`src/rtl/vector_mem_sequencer.sv`:
```
// Shares one word-wide data-memory port between a scalar and a vector load/store
// path; vector accesses are split into LANES sequential word beats.
module vector_mem_sequencer #(
  parameter int V = 128,
  parameter int N = 32
) (
  input  logic         clk,
  input  logic         rst,
  input  logic         s_req,
  input  logic         s_wen,
  input  logic [N-1:0] s_addr,
  input  logic [N-1:0] s_wdata,
  input  logic         v_req,
  input  logic         v_wen,
  input  logic [V-1:0] v_addr,
  input  logic [V-1:0] v_wdata,
  input  logic         mem_rdy,
  input  logic [N-1:0] mem_rdata,
  output logic         mem_req,
  output logic         mem_wen,
  output logic [N-1:0] mem_addr,
  output logic [N-1:0] mem_wdata,
  output logic         s_done,
  output logic [N-1:0] s_rdata,
  output logic         v_done,
  output logic [V-1:0] v_rdata,
  output logic         stall_cpu,
  output logic [1:0]   dbg_state
);
  localparam int LANES = V / N;
  localparam int LW    = (LANES > 1) ? $clog2(LANES) : 1;

  // Memory handshake: mem_req/mem_wen/mem_addr/mem_wdata stay stable while
  // mem_req=1; a beat completes in the cycle mem_rdy=1 (mem_rdata valid then).
  typedef enum logic [1:0] {IDLE = 2'd0, SCALAR = 2'd1, VEC = 2'd2, DONE = 2'd3} state_t;

  state_t         state_q, state_d;
  logic [LW-1:0]  lane_q, lane_d;
  logic           last_vec_q, last_vec_d;
  logic           wen_q, wen_d;
  logic [V-1:0]   addr_q, addr_d;
  logic [V-1:0]   wdata_q, wdata_d;
  logic [N-1:0]   s_rdata_q, s_rdata_d;
  logic [V-1:0]   v_rdata_q, v_rdata_d;
  logic           grant_s, grant_v, busy;

  // Contention goes to whichever side was not granted last.
  assign grant_v = v_req & (~s_req | ~last_vec_q);
  assign grant_s = s_req & (~v_req | last_vec_q);
  assign busy    = (state_q == SCALAR) || (state_q == VEC);

  always_ff @(posedge clk or negedge rst) begin
    if (!rst) begin
      state_q    <= IDLE;
      lane_q     <= '0;
      last_vec_q <= 1'b1;
      wen_q      <= 1'b0;
      addr_q     <= '0;
      wdata_q    <= '0;
      s_rdata_q  <= '0;
      v_rdata_q  <= '0;
    end else begin
      state_q    <= state_d;
      lane_q     <= lane_d;
      last_vec_q <= last_vec_d;
      wen_q      <= wen_d;
      addr_q     <= addr_d;
      wdata_q    <= wdata_d;
      s_rdata_q  <= s_rdata_d;
      v_rdata_q  <= v_rdata_d;
    end
  end

  always_comb begin
    state_d    = state_q;
    lane_d     = lane_q;
    last_vec_d = last_vec_q;
    wen_d      = wen_q;
    addr_d     = addr_q;
    wdata_d    = wdata_q;
    s_rdata_d  = s_rdata_q;
    v_rdata_d  = v_rdata_q;
    case (state_q)
      IDLE: begin
        if (grant_v) begin
          state_d    = VEC;
          last_vec_d = 1'b1;
          wen_d      = v_wen;
          addr_d     = v_addr;
          wdata_d    = v_wdata;
          lane_d     = '0;
        end else if (grant_s) begin
          // Scalar operands sit in lane 0 so the same lane mux serves both paths.
          state_d    = SCALAR;
          last_vec_d = 1'b0;
          wen_d      = s_wen;
          addr_d     = V'(s_addr);
          wdata_d    = V'(s_wdata);
          lane_d     = '0;
        end
      end
      SCALAR: begin
        if (mem_rdy) begin
          if (!wen_q) s_rdata_d = mem_rdata;
          state_d = DONE;
        end
      end
      VEC: begin
        if (mem_rdy) begin
          if (!wen_q) v_rdata_d[lane_q*N +: N] = mem_rdata;
          if (lane_q == LW'(LANES - 1)) state_d = DONE;
          else                          lane_d  = lane_q + 1'b1;
        end
      end
      default: state_d = IDLE;
    endcase
  end

  always_comb begin
    mem_req   = busy;
    mem_wen   = 1'b0;
    mem_addr  = '0;
    mem_wdata = '0;
    if (busy) begin
      mem_wen  = wen_q;
      mem_addr = addr_q[lane_q*N +: N];
      if (wen_q) mem_wdata = wdata_q[lane_q*N +: N];
    end
    s_done    = (state_q == DONE) & ~last_vec_q;
    v_done    = (state_q == DONE) & last_vec_q;
    stall_cpu = busy | ((state_q == IDLE) & (s_req | v_req));
    dbg_state = state_q;
  end

  assign s_rdata = s_rdata_q;
  assign v_rdata = v_rdata_q;

endmodule

```
`config.mk`:
```
export PLATFORM = sky130hd
export DESIGN_NAME = vector_mem_sequencer
export DESIGN_NICKNAME = d
export VERILOG_FILES = /design/src/rtl/vector_mem_sequencer.sv
export SDC_FILE = /design/constraint.sdc
export NUM_CORES = 1
export LEC_CHECK = 0
export BUFFER_PORTS_ARGS = -buffer_cell sky130_fd_sc_hd__buf_2
export CAP_MARGIN = 10
export CORE_MARGIN = 10
export CORE_UTILIZATION = 25
export DETAILED_ROUTE_END_ITERATION = 10
export PLACE_DENSITY = 0.48
export SYNTH_ARGS = -nofsm -noshare
export SYNTH_HDL_FRONTEND = slang
export SYNTH_SLANG_ARGS = --single-unit
```
`constraint.sdc`:
```
create_clock -name clk -period 2.8 [get_ports clk]
set_input_delay 0.28 -clock clk [delete_from_list [all_inputs] [get_ports clk]]
set_output_delay 0.28 -clock clk [all_outputs]
set_load 0.03 [all_outputs]
```
# Word-level counts from Yosys, hierarchy flattened
# Index checks and enable logic that the tools add are counted.
# word_totals
ramBits	0
output_inout_bits	231
rom_bits	0
input_bits	359
reg_bits	422
latchBits	0
mem_count	0
# op_classes
n_shift	4
addsub	2
order_cmp	0
n_eq_ne	9
n_bitwise	13
div	0
n_mul	0
reduce_logical	9
muxes	24
# op_table
cell	count
2-to-1 mux 128 bit	4
variable part select 128 x 8 -> 32 bit	2
bitwise mux 128 bit	1
variable shift 32 x 34 -> 128 bit (first input constant)	1
variable part select 32 x 34 -> 128 bit	1
2-to-1 mux 32 bit	3
negation 7 -> 34 bit	1
2-to-1 mux 2 bit	9
AND reduction 4 bit	2
equality test 2 bit (second input constant)	3
!= test 2 bit (second input constant)	3
one-hot mux 2 bit (3 select lines)	1
AND reduction 3 bit	2
bitwise AND 1 bit	5
2-to-1 mux 1 bit	5
NOT 1 bit	4
bitwise OR 1 bit	4
one-hot mux 2 bit (2 select lines)	1
nonzero test 2 bit	2
!= test 3 bit (second input constant)	1
adder 2 x 1 -> 2 bit (second input constant)	1
equality test 2 x 1 -> 1 bit (second input constant)	1
logical NOT 2 bit	1
!= test 2 x 1 -> 1 bit (second input constant)	1
2 further kinds	2

# Depth between registers and ports, before layout
# logic_depth
word_depth	6
mapped_depth	9
depth_no_buf	5

# Least setup slack after synthesis
# No wires, ideal clock.
# synth_timing
kind	register to output
from	register state_q[0] (netlist: dbg_state[0])
to	output mem_wdata[10]
path_stages_with_launch	7
path_buffers	2
arrival_time_ps	2217
required_time_ps	2520
slack_ps	303
path_cell_list	dfrtp_1 > inv_1 > ha_1 > clkbuf_1 > nand2_1 > clkbuf_1 > nor2b_1
# synth_between
elab_chain_cells	3
word_cells_on_any_way	4
# synth_rtl
item	line	rtl
from (decl)	37	state_t state_q, state_d;
from (signal assigned)	63	state_q <= state_d;
equality test 2 x 1 -> 1 bit or equality test 2 bit (tied branches)	50	assign busy = (state_q == SCALAR) || (state_q == VEC);
logical OR 1 bit *	50	
via mem_req	19	output logic mem_req,
2-to-1 mux 32 bit *	124	if (busy) begin
to (decl)	22	output logic [N-1:0] mem_wdata,
# The timed path passes the listed nets; every way through them passes the cells marked *.

# Final worst setup path
# layout_timing
from	register lane_q[0]
to	output mem_addr[3]
# layout_between
elab_chain_cells	2
# layout_rtl
item	line	rtl
from (decl)	38	logic [LW-1:0] lane_q, lane_d;
from (signal assigned)	64	lane_q <= lane_d;
variable part select 128 x 8 -> 32 bit	126	mem_addr = addr_q[lane_q*N +: N];
2-to-1 mux 32 bit	124	
to (decl)	21	output logic [N-1:0] mem_addr,
# Every way passes these cells.

==> metrics.csv <==
metric;value;unit
antenna_found_initial;4;
start_kind;register;
gp_congestion;0.8433;
synth_area_per_cell;12.39;um^2
cts_tree;built;
placementRows;98;
setup_tns;0;ps
drive_gt1_frac;0.3563;
r2r_cells;6;
drt_iter0_drc;847;
finalSetupViolCount;0;
numPlacedInstances;2942;
grt_max_degree;77;
first_pass_iters;4;
power_leakage;0.01294;uW
powerDensity;1043;nW/um^2
final_area;26830;um^2
start_util;0.2531;
worstPathArrival;2360;ps
grt_overflow_total;0;
grt_pass1_wl;104100;um
syn_inst;1468;
core-area;71850;um^2
yosysUniqueCellTypes;36;
dpl_cell_area;22440;um^2
tightest_slew;733.7;ps
ctsHtreeMaxLevel;2;
cts_num_sinks;422;
syn-cell-area;18180;um^2
cp-end-kind;output pin;
wl;68760;um
n_fill_cell;7113;
period_share;0.9436;
vias_per_cell;4.616;
cp.required;2520;ps
finClkSkew;22.34;ps
antenna_left;0;
seqPwrFrac;0.348;
areaGrowthSynthToFinish;47.53;%
min_path_type;input pin to register;
fp.dieArea;83920;um^2
grt.total_usage;0.1585;
num_vias;15250;
post-dp-hpwl;50180;um
numPortBuffers;589;
intPower;17490;uW
max_freq;0.3785;GHz
crit_type;register to output pin;
drc_errors;0;
p_clk_frac;0.237;
final_common_cell;buf_2;
cts_buffers;48;
ys_warn_count;0;
yosysSeqAreaShare;0.5808;
p_comb_frac;0.415;
fin_crit;2642;ps
fin_total_pwr;27990;uW
root_buffer;clkbuf_16;
hold_depth;3;
p_sw;10500;uW
cts_buffer_depth;3;
nets;2679;
synth.net_count;1836;
die_w;289.7;um
die_h;289.7;um
slew_headroom;0.5108;
routedWlPerCell;20.82;um
grt_setup_unrepaired;no;
ios;590;
grt_pass1_vias;16860;
max-cap-violations;0;
outcome;completed;
path_clk_slew;60;ps
sw_frac_of_total;0.3750;
max-vdd-ir-drop;0.4877;mV
crit_path_max_fanout;22;
mostFrequentLayoutCells;buf_2, dfrtp_1, dlygate4sd3_1;
stdcell_count;3303;
clkLatencyLatePin;580;ps
yosys_register_bits;422;
slew_violations;0;
hold_viol;0;
-- through the flow --
stage,utilization,setup slack [ps],hold WS (ps)
global route,0.3733,42.02,23.47
CTS,0.3732,77.49,0.3085
floorplan,-,303.4,-15.59
detailed placement,0.3123,520.5,348.9
finish,0.3734,157.8,36.47
global placement,0.3123,609.3,345.5
-- registers in the layout (all words and copies together) (netlist names) --
name	cells
dbg_state	2
addr_q	128
wen_q	1
last_vec_q	1
lane_q	2
v_rdata	128
s_rdata	32
wdata_q	128
-- final cells by class --
type,count,area (um^2),area share
clock inverters,18,259.0,0.009654
inverters,6,22.52,0.0008395
repair buffers,919,6301,0.2349
multi-input cells,914,7061,0.2632
diodes,4,10.01,0.0003731
clock buffers,70,1416,0.05280
flip-flops and latches,422,10570,0.3940
well taps,950,1189,0.04431
-- layer usage --
metal  track usage  wire (um)
met5             0         10
met3       0.03702       4615
met2        0.2650      33300
met4       0.05555       2045
met1        0.1982      28780
-- what timing repair did --
| item | CTS | global route |
|---|---|---|
| setup buffers | 1 | 0 |
| hold endpoints to repair | 388 | 0 |
| gates resized for setup | 2 | 0 |
| setup endpoints to repair | 47 | 0 |
| hold buffers | 268 | 0 |
-- final timing paths --
kind / endpoint / start / slack (ps)
worst max-delay path: mem_addr[3] / lane_q[0] / 160
worst min-delay path: wdata_q[21] / s_wdata[21] / 40
worst max register to register: wdata_q[24] / last_vec_q / 340
worst min register to register: wdata_q[21] / wdata_q[21] / 470
max in group asynchronous: wdata_q[72] / rst / 1580
min in group asynchronous: v_rdata[92] / rst / 290
-- worst max-delay path, cell delays in order (launching register included) --
cell and delay, ps:
dfrtp_4 440, buf_16 200, buf_4 210, mux4_2 500
and2_1 210, buf_2 190
-- Yosys cell counts --
| cell type | number | area [um^2] |
|---|---|---|
| o21ai_1 | 7 | 35.03 |
| clkbuf_1 | 54 | 202.7 |
| nand2_1 | 261 | 979.7 |
| a211o_1 | 2 | 17.52 |
| and2_1 | 34 | 212.7 |
| buf_4 | 6 | 45.04 |
| dfrtp_1 | 421 | 10540 |
| nor4b_4 | 2 | 47.55 |
| nor2b_1 | 36 | 225.2 |
| buf_2 | 51 | 255.2 |
| a21boi_2 | 1 | 11.26 |
| or3_1 | 1 | 6.260 |
| o31ai_1 | 2 | 15.01 |
| o21ai_2 | 1 | 8.760 |
| a22o_1 | 225 | 1971 |
| nand4b_1 | 3 | 26.28 |
| nor4b_1 | 1 | 8.760 |
| buf_6 | 4 | 45.04 |
| nor3b_1 | 1 | 7.510 |
| or4_4 | 1 | 11.26 |
| and3_1 | 1 | 6.260 |
| o21ai_0 | 154 | 770.7 |
| buf_1 | 11 | 41.29 |
| nor2_1 | 3 | 11.26 |
| ha_1 | 9 | 112.6 |
| mux2_2 | 32 | 360.4 |
| nor4bb_1 | 2 | 20.02 |
| mux4_2 | 64 | 1441 |
| a21oi_1 | 1 | 5.000 |
| nand4b_2 | 1 | 15.01 |
| inv_1 | 6 | 22.52 |
| dfstp_2 | 1 | 26.28 |
| o41ai_1 | 1 | 8.760 |
| nand3b_1 | 1 | 7.510 |
| mux2i_1 | 66 | 660.6 |
| a21o_1 | 1 | 7.510 |
-- kinds of logic (layout without fill, tap and decap cells) --
logic type               after synthesis  after routing  synth area share
flip-flops                           422            422            0.5808
AO/OA/AOI/OAI                        395            395            0.1567
AND/OR/NAND/NOR                      348            348           0.08718
multiplexers                         162            162            0.1354
buffers and inverters                132           1013           0.03365
adder cells (fa/ha/maj)                9              9          0.006193
other                                  0              4                 0
-- power groups by stage --
stage	clock network, uW	logic [uW]	registers (uW)
final	6620	11600	9740
after global routing	7070	12600	10000
after CTS	6840	11800	9750
after detailed placement	0	11400	9850
after global placement	0	11300	9820
after floorplan	0	7170	10000
(Power assumes the default switching activity.)
